File: src/rtl/fetch_stage.sv
// rtl/fetch_stage.sv - instruction-fetch stage: PC, imem address, IF/ID register; optional FETCH_PERF_EN counters
module fetch_stage #(
    parameter int N   = 32,
    parameter int INS = 10
) (
    input  logic         clk,
    input  logic         rst,
    input  logic         stall,
    input  logic         branch_taken,
    input  logic [N-1:0] branch_target,
    output logic [N-1:0] pc,
    input  logic [N-1:0] instruction,
    output logic [N-1:0] if_id_instr,
    output logic [N-1:0] if_id_pc,
    output logic         if_id_valid,
    output logic         done
`ifdef FETCH_PERF_EN
    ,
    output logic [N-1:0] perf_fetched,
    output logic [N-1:0] perf_stalls
`endif
);

    localparam logic [N-1:0] LAST_PC = N'(INS - 1);
    localparam logic [N-1:0] PC_LIMIT = N'(INS);

    typedef enum logic {
        S_RUN,
        S_DONE
    } state_t;

    state_t state;

    always_ff @(posedge clk) begin
        if (rst) begin
            state       <= S_RUN;
            pc          <= '0;
            if_id_instr <= '0;
            if_id_pc    <= '0;
            if_id_valid <= 1'b0;
            done        <= 1'b0;
        end else if (branch_taken) begin
            // The word currently on imem is dropped: one bubble per redirect.
            if_id_instr <= '0;
            if_id_pc    <= '0;
            if_id_valid <= 1'b0;
            if (branch_target < PC_LIMIT) begin
                pc    <= branch_target;
                state <= S_RUN;
                done  <= 1'b0;
            end else begin
                state <= S_DONE;
                done  <= 1'b1;
            end
        end else if (!stall) begin
            if (state == S_RUN) begin
                if_id_instr <= instruction;
                if_id_pc    <= pc;
                if_id_valid <= 1'b1;
                if (pc == LAST_PC) begin
                    state <= S_DONE;
                    done  <= 1'b1;
                end else begin
                    pc <= pc + 1'b1;
                end
            end else begin
                // Last instruction is presented exactly once, then bubbles.
                if_id_instr <= '0;
                if_id_valid <= 1'b0;
            end
        end
    end

`ifdef FETCH_PERF_EN
    logic fetch_event;
    logic stall_event;

    assign fetch_event = !branch_taken && !stall && (state == S_RUN);
    assign stall_event = !branch_taken && stall && (state == S_RUN);

    always_ff @(posedge clk) begin
        if (rst) begin
            perf_fetched <= '0;
            perf_stalls  <= '0;
        end else begin
            if (fetch_event && (perf_fetched != '1))
                perf_fetched <= perf_fetched + 1'b1;
            if (stall_event && (perf_stalls != '1))
                perf_stalls <= perf_stalls + 1'b1;
        end
    end
`endif

endmodule

File: config.mk
export PLATFORM = sky130hd
export DESIGN_NAME = fetch_stage
export DESIGN_NICKNAME = d
export VERILOG_FILES = /design/src/rtl/fetch_stage.sv
export SDC_FILE = /design/constraint.sdc
export NUM_CORES = 1
export LEC_CHECK = 0
export BUFFER_PORTS_ARGS = -buffer_cell sky130_fd_sc_hd__buf_4
export CORE_MARGIN = 2
export CORE_UTILIZATION = 54
export DETAILED_ROUTE_END_ITERATION = 12
export PLACE_DENSITY = 0.86
export SLEW_MARGIN = 5
export SYNTH_ARGS = -nofsm -noshare
export SYNTH_HDL_FRONTEND = slang
export SYNTH_SLANG_ARGS = --single-unit
File: constraint.sdc
create_clock -name clk -period 3.09 [get_ports clk]
set_clock_uncertainty 0.05 [all_clocks]
set_input_delay 0.618 -clock clk [delete_from_list [all_inputs] [get_ports clk]]
set_output_delay 0.618 -clock clk [all_outputs]
set_load 0.02 [all_outputs]
==> impl_results.md <==
* Number of global-route vias before repair at roughly 4500
* Max IR drop VDD at between 0.0002 and 0.0003 V
* Seq/Total Area, Yosys at 42.8%
* Antenna viol nets, final at 0
* Met2 wire len at 6830 um
* Number of synthesized register bits at approximately 100
* Via count at approximately 5000
* Int Pwr at around 1800 uW
* Yosys warnings at 0
* Count leader, synth: nand2_1
* Share of post-route cells with drive strength above 1 at ~30%
* Reg2Reg Depth at 6
* Final Max Slew Viols at 0
* Most frequent cells after synthesis: nand2_1 (106), dfxtp_1 (99), a21oi_1 (58)
* Startpoint Class: flip-flop
* Antenna cells at 0
* Slew HR at 46.4%
* Placement Cell Area at about 5800 um2
* Net Sw Frac at 29.0%
* # resized after CTS at 0
* I/O Buffers at approximately 170
* Cell Pwr Density at about 430 nW/um2
* Final hold vios at 0
* Worst-Skew Late Latency at between 0.3 and 0.4 ns
* Final instance area at between 6000 and 7000 um2
* Synth cell types at 55
* Worst Hold End: if_id_pc[23]
* Hold Crit Start: if_id_pc[23]
* Worst-margin pin slew at between 0.8 and 0.9 ns
* Mux cell area share after synthesis at 0%
* DP HPWL at a little under 10000 um
* Crit-path cells: nor4b_1 -> nand4_1 -> o31ai_4 -> buf_4 -> a21o_4 -> o32ai_2
* Area share of fa/ha/maj cells after synthesis at 0.541%
* Setup TNS at 0 ns
* Max stage delay on crit path at approximately 0.52 ns
* Boundary pin count at ~170
* Ys async rst share at 0%
* Area delta synth->final at 30.2%
* Starting DRT DRC Count at a little under 400
* Vias/cell at 6.18
* Crit share post-route at 80.9%
* Top layer in use: met4
* GRT overflow at 0
* Mean post-synth cell area at approximately 8 um2
* DR WL met3 at about 1200 um
* Logic pwr share at 13.3%
* Register Area at between 1500 and 2000 um2
* Core ar. at between 8000 and 9000 um2
* Max cap viols at 0
* Fill cells at about 650
* Critical path fanouts, max at 20
* Hold-fix buffers at CTS at 0
* Worst reg2reg setup slack at 0.59 ns
* Power Total at between 2000 and 3000 uW
* Hold_ws at approximately 0.41 ns
* Drt drc at 0
* Std cell rows at 33
* Crit-path leading delay family: simple AND/OR/NAND/NOR gates
* Gpl congestion at ~0.88
* Compound-cell area share of the yosys netlist at 25.1%
* CTS Sinks at 99
* Worst setup EP type: flip-flop
* Number of enable flip-flop cells after synthesis at 0
* Die ar. at between 9000 and 10000 um2
* Critical path type: flip-flop to flip-flop
* Simple-Gate Fraction of Synth Area at between 20% and 30%
* RSZ-0062 raised after global routing: false
* Width of the die at 96.6 um
* Initial core utilization at between 50% and 60%
* Post-Syn Nets at roughly 640
* Slowest-stage cell, CP: dfxtp_1
* P_leak at approximately 0.0023 uW
* First-pass GRT wire length at roughly 21000 um
* Switch Pwr at between 700 and 800 uW
* Antenna violations before repair at 0
* GRT Overall Usage at 29.1%
* Post-Syn Instances at about 570
* Seq pwr share at between 50% and 60%
* Top cells by area, synth: dfxtp_1 (43%), nand2_1 (8.6%), a21oi_1 (6.3%), a22oi_1 (5.7%), nor2_1 (4.0%)
* Max clock buf depth at 2
* Worst hold stages at 2
* Dominant synthesized flop cell: dfxtp_1
* H-tree Lvls at 3
* Root buf cell: clkbuf_8
* R2r startpoint: pc[3]
* Total Routed Length at 14100 um
* Final Setup Violations at 0
* CP required at about 3.3 ns
* Core Util, Final at between 70% and 80%
* Worst Hold Class: flip-flop to flip-flop
* Reg-to-reg critical path endpoint: pc[10]
* Die Height at about 97 um
* Area leader, netlist: dfxtp_1
* Area of the multi-input gates at between 2000 and 2500 um2
* Status: completed
* Largest net degree at the start of global routing at between 50 and 60
* DRT Pass-1 Iters at 6
* Combinational family with the most area after synthesis: simple AND/OR/NAND/NOR gates
* Yosys top cell area share at a little over two fifths
* Reg clk slew, reported paths at ~0.11 ns
* CTS tree: built
* M1 wire length at ~5600 um
* Crit path DAT at 2.69 ns
* Max frequency at 400 MHz
* Nets at 768
* Period minus WS final at around 2.5 ns
* Total CTS buffers at 9
* XOR/XNOR Fraction of Synth Area at 0%
* Post-Syn Area at about 4600 um2
* DR WL/cell at 17.4 um
* Buf/Inv on CP at 1
* Clock network fraction of design power at approximately a third
* Postcts setup bufs at 0
## layer usage
layer	vias to the layer above	global-route usage [%]
li1	2341	-
met1	2311	38.8
met2	296	46.6
met3	45	5.35
met4	0	11.9
met5	-	0
## how the worst max path moves through the flow
stage / from / endpoint / slack (ns) / cells past startpoint
floorplan: branch_taken / pc[16] / 0.86 / 8
global placement: branch_target[8] / pc[0] / 0.55 / 6
detailed placement: branch_taken / pc[4] / 0.51 / 7
CTS: pc[3] / pc[4] / 0.72 / 6
global route: pc[3] / pc[8] / 0.50 / 6
finish: pc[3] / pc[10] / 0.59 / 6
## power by group through the flow
stage | sequential (uW) | clock, uW | combinational (uW)
detailed placement | 1360 | 0 | 339
CTS | 1330 | 916 | 340
floorplan | 1380 | 0 | 172
global placement | 1360 | 0 | 329
global route | 1340 | 966 | 367
finish | 1340 | 910 | 343
## flip-flops by register name (all words and copies together), names as in the netlist
name and flops:
if_id_instr 32, pc 32, done 1, state 1
if_id_pc 32, if_id_valid 1
## worst reg2reg max path, cell delays in order (launching register included)
cell	delay (ns)
dfxtp_1	0.52
nor4b_1	0.48
nand4_1	0.31
o31ai_4	0.28
buf_4	0.28
a21o_4	0.32
o32ai_2	0.13
## cell usage in the layout, fill, tap and decap left out, types with 3 or more instances in the layout
master / instances
a21oi_1: 58
a22oi_1: 35
a311oi_1: 9
a31oi_1: 12
and3_1: 5
and4_1: 4
buf_4: 172
clkbuf_8: 9
dfxtp_1: 99
inv_1: 8
nand2_1: 105
nand3_1: 17
nand4_1: 10
nor2_1: 48
nor3_1: 16
nor4_1: 17
o21ai_0: 8
o311ai_0: 3
o32ai_1: 6
o32ai_2: 8
or2_2: 3
or3_1: 4
## cell type report
class	count	share of cell area, %
clock buffer	9	2.06
inverter	9	0.561
multi-input combinational	407	39.3
timing repair buffer	172	21.4
clock inverter	7	1.54
tap	105	2.18
sequential	99	32.9
## through the flow
step	setup slack (ns)	std cells
finish	0.590	808
global route	0.497	808
floorplan	0.863	574
CTS	0.721	808
global placement	0.547	792
detailed placement	0.508	792
## cell families after synthesis
| family | after synthesis |
|---|---|
| compound gates | 160 |
| fa+ha+maj | 2 |
| buf+inv | 68 |
| flops | 99 |
| simple gates | 245 |
No activity file was read; power rests on OpenSTA's default activity.
